## src/rtl/sync_fifo_ctrl.sv

```systemverilog
// Pointer, occupancy, flag and handshake controller for a synchronous FIFO
// built on an external dual-port RAM with registered read data.
module sync_fifo_ctrl #(
    parameter int DWIDTH   = 16,
    parameter int AWIDTH   = 4,
    parameter int DEPTH    = 16,
    parameter int AF_LEVEL = 12,
    parameter int AE_LEVEL = 4
) (
    input  logic              clk,
    input  logic              rst_n,
    input  logic              flush,
    input  logic              wr_en,
    input  logic [DWIDTH-1:0] wr_data,
    input  logic              rd_en,
    output logic [DWIDTH-1:0] rd_data,
    output logic              rd_valid,
    output logic              full,
    output logic              empty,
    output logic              almost_full,
    output logic              almost_empty,
    output logic [AWIDTH:0]   count,
    output logic              overflow,
    output logic              underflow,
    output logic              ram_we,
    output logic [AWIDTH-1:0] ram_wa,
    output logic [DWIDTH-1:0] ram_wd,
    output logic [AWIDTH-1:0] ram_ra,
    input  logic [DWIDTH-1:0] ram_rd
);

    localparam logic [AWIDTH-1:0] LAST_ADDR = AWIDTH'(DEPTH - 1);
    localparam logic [AWIDTH:0]   FULL_CNT  = (AWIDTH + 1)'(DEPTH);
    localparam logic [AWIDTH:0]   AF_CNT    = (AWIDTH + 1)'(AF_LEVEL);
    localparam logic [AWIDTH:0]   AE_CNT    = (AWIDTH + 1)'(AE_LEVEL);

    logic [AWIDTH-1:0] wr_ptr, rd_ptr;
    logic [AWIDTH-1:0] wr_ptr_nxt, rd_ptr_nxt;
    logic [AWIDTH:0]   count_nxt;
    logic              wr_acc, rd_acc;
    logic              ovf_set, unf_set;

    // Status flags decode straight from the registered count, so no
    // request input reaches a flag combinationally.
    assign full         = (count == FULL_CNT);
    assign empty        = (count == '0);
    assign almost_full  = (count >= AF_CNT);
    assign almost_empty = (count <= AE_CNT);

    // A push while full is only legal because a same-cycle pop frees a slot.
    assign rd_acc = rd_en & ~empty & ~flush;
    assign wr_acc = wr_en & (~full | rd_en) & ~flush;

    assign ovf_set = wr_en & full & ~rd_en & ~flush;
    assign unf_set = rd_en & empty & ~flush;

    assign ram_we  = wr_acc & rst_n;
    assign ram_wa  = wr_ptr;
    assign ram_wd  = wr_data;
    assign ram_ra  = rd_ptr;
    assign rd_data = ram_rd;

    // Explicit wrap so non-power-of-two depths work.
    always_comb begin
        wr_ptr_nxt = wr_ptr;
        rd_ptr_nxt = rd_ptr;
        count_nxt  = count;
        if (wr_acc)
            wr_ptr_nxt = (wr_ptr == LAST_ADDR) ? '0 : wr_ptr + 1'b1;
        if (rd_acc)
            rd_ptr_nxt = (rd_ptr == LAST_ADDR) ? '0 : rd_ptr + 1'b1;
        case ({wr_acc, rd_acc})
            2'b10:   count_nxt = count + 1'b1;
            2'b01:   count_nxt = count - 1'b1;
            default: count_nxt = count;
        endcase
    end

    always_ff @(posedge clk or negedge rst_n) begin
        if (!rst_n) begin
            wr_ptr    <= '0;
            rd_ptr    <= '0;
            count     <= '0;
            rd_valid  <= 1'b0;
            overflow  <= 1'b0;
            underflow <= 1'b0;
        end else if (flush) begin
            wr_ptr    <= '0;
            rd_ptr    <= '0;
            count     <= '0;
            rd_valid  <= 1'b0;
            overflow  <= 1'b0;
            underflow <= 1'b0;
        end else begin
            wr_ptr    <= wr_ptr_nxt;
            rd_ptr    <= rd_ptr_nxt;
            count     <= count_nxt;
            rd_valid  <= rd_acc;
            overflow  <= overflow | ovf_set;
            underflow <= underflow | unf_set;
        end
    end

endmodule

```

## config.mk

```make
export PLATFORM = sky130hd
export DESIGN_NAME = sync_fifo_ctrl
export DESIGN_NICKNAME = d
export VERILOG_FILES = /design/src/rtl/sync_fifo_ctrl.sv
export SDC_FILE = /design/constraint.sdc
export NUM_CORES = 1
export LEC_CHECK = 0
export ABC_AREA = 1
export BUFFER_PORTS_ARGS = -buffer_cell sky130_fd_sc_hd__buf_2
export CORE_MARGIN = 10
export CORE_UTILIZATION = 37
export DETAILED_ROUTE_END_ITERATION = 12
export GPL_ROUTABILITY_DRIVEN = 0
export GPL_TIMING_DRIVEN = 0
export PLACE_DENSITY = 0.77
export SLEW_MARGIN = 10
export SYNTH_ARGS = -nofsm -noshare
export SYNTH_HDL_FRONTEND = slang
export SYNTH_SLANG_ARGS = --single-unit
```

## constraint.sdc

```tcl
create_clock -name clk -period 1.9 [get_ports clk]
set_clock_uncertainty 0.2 [all_clocks]
set_input_delay 0.19 -clock clk [delete_from_list [all_inputs] [get_ports clk]]
set_output_delay 0.19 -clock clk [all_outputs]
set_load 0.01 [all_outputs]
```

After elaboration in Yosys (flattened, before gate mapping)
Cells that the tools add are included.
Storage, ports and cells
  bits in registers: 16
  bits of input ports: 37
  output and inout bits: 53
  logic and storage cells: 49
Operators by class
  add/subtract/negate cells: 4
  order comparisons: 2
  equality and inequality tests: 5
  muxes and demuxes: 11
  bitwise operators: 17
  reductions and logical operators: 4
Operators with widths (count)
  4-bit two-way mux: 6
  1-bit AND: 10
  5-bit case mux with 2 select lines: 1
  4-bit by 1-bit adder with 4-bit output, second input constant: 2
  4-bit equality test, second input constant: 2
  5-bit by 1-bit adder with 5-bit output, second input constant: 1
  5-bit equality test, second input constant: 1
  5-bit by 4-bit >= comparator with 1-bit output, second input constant: 1
  5-bit by 3-bit <= comparator with 1-bit output, second input constant: 1
  5-bit zero test: 1
  5-bit two-way mux: 1
  5-bit by 1-bit subtractor with 5-bit output, second input constant: 1
  1-bit NOT: 4
  2-bit nonzero test: 2
  1-bit two-way mux: 3
  1-bit OR: 3
  3-bit nonzero test: 1
  2-bit by 1-bit equality test with 1-bit output, second input constant: 1
  2-bit equality test, second input constant: 1

Logic depth before layout (Yosys ltp)
  depth after elaboration: 8
  depth in mapped cells: 13
  mapped depth without buffers: 13

Worst setup path before layout
Ideal clock, no wire load.
  path type: register -> register
  start point: register count[3]
  end point: register count[2]
  library setup time: 126 ps
  data arrival time: 1678 ps
  data required time: 1574 ps
  slack: -105 ps
  cell stages (with the launch flop): 11
  path buffers: 0
  period minus slack after synthesis: 2005 ps
  path through: dfrtp_1 > nor2_2 > nand3_2 > nand4_4 > nand2_1 > inv_1 > nor2_1 > ha_1 > o21bai_2 > xnor2_1 > o22ai_2
Between the ends
  cells in the longest elaborated chain, start to end: 8
  elaborated cells between the ends (all ways): 14
  those cells by class: eq/ne: 3; mux: 2; bitwise: 7; reduce/logical: 2
RTL lines
  from (decl): RTL line 22  | output logic [AWIDTH:0] count,
  from (signal assigned): RTL line 97  | count <= count_nxt;
  5-bit equality test: RTL line 45  | assign full = (count == FULL_CNT);
  1-bit NOT: RTL line 52  | assign wr_acc = wr_en & (~full | rd_en) & ~flush;
  1-bit OR: RTL line 52
  1-bit AND (2 in a row): RTL line 52
  2-bit by 1-bit equality test with 1-bit output or 2-bit equality test (tied branches): RTL line 72  | case ({wr_acc, rd_acc})
  5-bit case mux with 2 select lines: RTL line 72
  5-bit two-way mux: RTL line 87  | end else if (flush) begin
Several ways; a longest one is shown, not always the timed one.
A chain may end at the register's enable or synchronous reset.

Worst setup path after layout
  start point: register count[2]
  end point: register count[4]
Same word-level chain as after synthesis.

==> impl_metrics.ini <==
[die]
die_w_um = 78.1
start_util = 0.380
die_area_mm2 = 0.00609
die_y_um = 78.1
fp.coreArea_mm2 = 0.00328
core.rowCount = 21
ioPinCount = 90

[drt]
drc = 0
detailed_route_iter0_violations = 47
postRouteWirelength_um = 3620
routed_wire_length_per_instance_um = 13.1
met3_wire_length_um = 331
drt-pass1-iter-count = 4
vias_per_cell = 4.37
ant_nets = 0
dr_total_vias = 1210
routedLengthMet1_um = 1430
routed.top_layer = met4
met2_wirelength_um = 1830

[cells_and_area]
ff_latch_area_um2 = 405
antennaDiodeCount = 0
nNetsFinal = 273
multi_input_area_um2 = 577
post-route-util = 0.546
post_route_cells_drive_above_1_share = 0.580
commonest_non_fill_non_tap_cell_in_the_layout = sky130_fd_sc_hd__buf_2
layout_common_cells = 58 x sky130_fd_sc_hd__buf_2, 44 x sky130_fd_sc_hd__buf_4, 27 x sky130_fd_sc_hd__nand2_1
layout.filler_cells = 326
area_delta_synth_final_pct = 43.7

[sta]
post-route-period-util = 1.03
final_slew_violations = 0
maxSlewHeadroom = 0.735
finalHoldViolations = 0
post-route-min-period_ps = 1960
final.hold.worst_slack_ps = 54.3
max_freq_mhz = 509
timing_worst_slew_pin_value_ps = 398
final-setup-viol-count = 3
rsz0062_at_grt = true
post-route-worst-setup-slack_ps = -62.9

[logic_synthesis]
synth.avg_cell_area_um2 = 8.00
yosysWarningCount = 0
yosys_register_bits = 16
synth_cell_type_count = 27
mappedNetlistNets = 197
synthesis.area_mm2 = 0.00125
synth.yosys.seq_area_share = 0.321
syn-instance-count = 156

[grt]
first_pass_grt_wire_length_um = 6070
maximum_number_of_pins_on_one_net_before_global_route_repair = 18
grt_use_total = 0.116
first_global_vias = 1330
grt_overflow = 0
grt_antenna_before_repair = 0

[clock_network]
ctsLongestPathBuffers = 2
clock_sinks = 16
cts_made_buffers = 3
cts.reportedPaths.clkPinSlew_ps = 110
h-tree-depth = 1
cts_tree = done
clock_insertion_delay_at_the_later_pin_of_the_skew_report_ps = 290
cts_root_buffer = sky130_fd_sc_hd__clkbuf_4

[flow_run]
max_cap_viol_count = 0

[worst_setup_path]
worst_ep_arrival_time_ps = 2000
critical_path_class = flop to flop
setup.worst_path.end_class = flop
worstPathRequired_ps = 1940
startpoint_type = flop
timing.critical_path.fanout_max = 6

[power]
power_density_mw_per_mm2 = 1030
power_leakage_nw = 1.02
total_power_mw = 1.84
vdd.ir_drop.worst_mv = 0.463

[outcome]
violated_checks = negative setup slack
run_status = finished with violations

[place]
input_output_buffers = 57
dp.final_hpwl_um = 2900

[worst_hold_path]
holdCritPathClass = input pin to flop
[metrics by stage]
stage | TNS, ps | worst slack, ps | instances | area, um2
6_report | -108 | -62.9 | 277 | 1790
5_1_grt | -697 | -164 | 277 | 1790
4_1_cts | -122 | -60.6 | 274 | 1770
3_5_place_dp | -361 | -202 | 259 | 1650
3_3_place_gp | -233 | -144 | 259 | 1650
2_1_floorplan | -41.3 | -31.6 | 156 | 1300
[worst max-delay path, cell delays in order (launching register included)]
cell and delay [ps]:
sky130_fd_sc_hd__dfrtp_2 450, sky130_fd_sc_hd__nor2_4 150, sky130_fd_sc_hd__nand3_4 100, sky130_fd_sc_hd__nand4_4 150, sky130_fd_sc_hd__nand2_2 70, sky130_fd_sc_hd__inv_1 50, sky130_fd_sc_hd__nor2_1 40, sky130_fd_sc_hd__ha_1 170
sky130_fd_sc_hd__o21bai_4 190, sky130_fd_sc_hd__nand3_2 100, sky130_fd_sc_hd__nand2_1 50, sky130_fd_sc_hd__nand2_1 50, sky130_fd_sc_hd__nand3_1 70, sky130_fd_sc_hd__nand2_1 60
[final timing paths]
check | start | to | slack [ps] | cells past startpoint
min reg2reg | underflow | underflow | 310 | 2
max | count[2] | count[4] | -60 | 13
max in group asynchronous | rst_n | count[0] | 1040 | 2
min in group asynchronous | rst_n | overflow | 140 | 2
min | flush | count[4] | 50 | 4
max reg2reg | count[2] | count[4] | -60 | 13
[layer usage]
| metal | track usage | vias to the layer above |
|---|---|---|
| met3 | 0.0364 | 2 |
| met2 | 0.209 | 54 |
| met4 | 0.0323 | 0 |
| met1 | 0.127 | 537 |
| met5 | 0 | - |
| li1 | - | 617 |
[synth_stat cells, drive strengths merged]
| cell type | number | area (um2) |
|---|---|---|
| dfrtp | 16 | 400 |
| nor3 | 2 | 10.0 |
| a21oi | 3 | 26.3 |
| nand3 | 18 | 110 |
| ha | 4 | 50.1 |
| o21bai | 1 | 11.3 |
| nor2 | 13 | 63.8 |
| nand3b | 1 | 7.51 |
| o22ai | 1 | 12.5 |
| xor2 | 1 | 8.76 |
| inv | 18 | 67.6 |
| o21ai | 10 | 61.3 |
| buf | 33 | 245 |
| nand4 | 1 | 21.3 |
| xnor2 | 2 | 17.5 |
| nand2 | 30 | 118 |
| o31ai | 1 | 7.51 |
| clkinv | 1 | 8.76 |
[final cells by class]
| cell class | count | area share |
|---|---|---|
| buffer | 33 | 0.137 |
| sequential | 16 | 0.226 |
| multi-input combinational | 88 | 0.322 |
| tap | 46 | 0.0321 |
| inverter | 19 | 0.0426 |
| clock buffer | 4 | 0.0202 |
| timing repair buffer | 71 | 0.221 |
[power breakdown]
group	switching, mW	leakage (nW)	internal, mW	total (mW)
registers	0.0790	0.211	0.424	0.503
logic	0.597	0.790	0.510	1.11
clock network	0.118	0.0210	0.117	0.235
total	0.794	1.02	1.05	1.84
[sequential cells by signal, indices dropped and copies added (netlist names)]
signal,flops
underflow,1
overflow,1
ram_ra,4
ram_wa,4
count,5
rd_valid,1
[cell families (layout without fill, tap and decap cells)]
kind of cell / count (synthesis) / in the layout / share of synthesized area
fa+ha+maj: 4 / 4 / 0.0401
flops: 16 / 16 / 0.321
simple gates: 65 / 65 / 0.265
buf+inv: 52 / 127 / 0.258
compound gates: 16 / 16 / 0.0953
xor+xnor: 3 / 3 / 0.0211
[timing repair]
item                                    4_1_cts  5_1_grt
endpoints found under the setup margin        4        6
hold buffers                                  2        0
pin swaps                                     6        5
hold endpoints to repair                     18        0
gates resized for setup                       0        0
buffers inserted                              9        3
(Power assumes the default switching activity.)
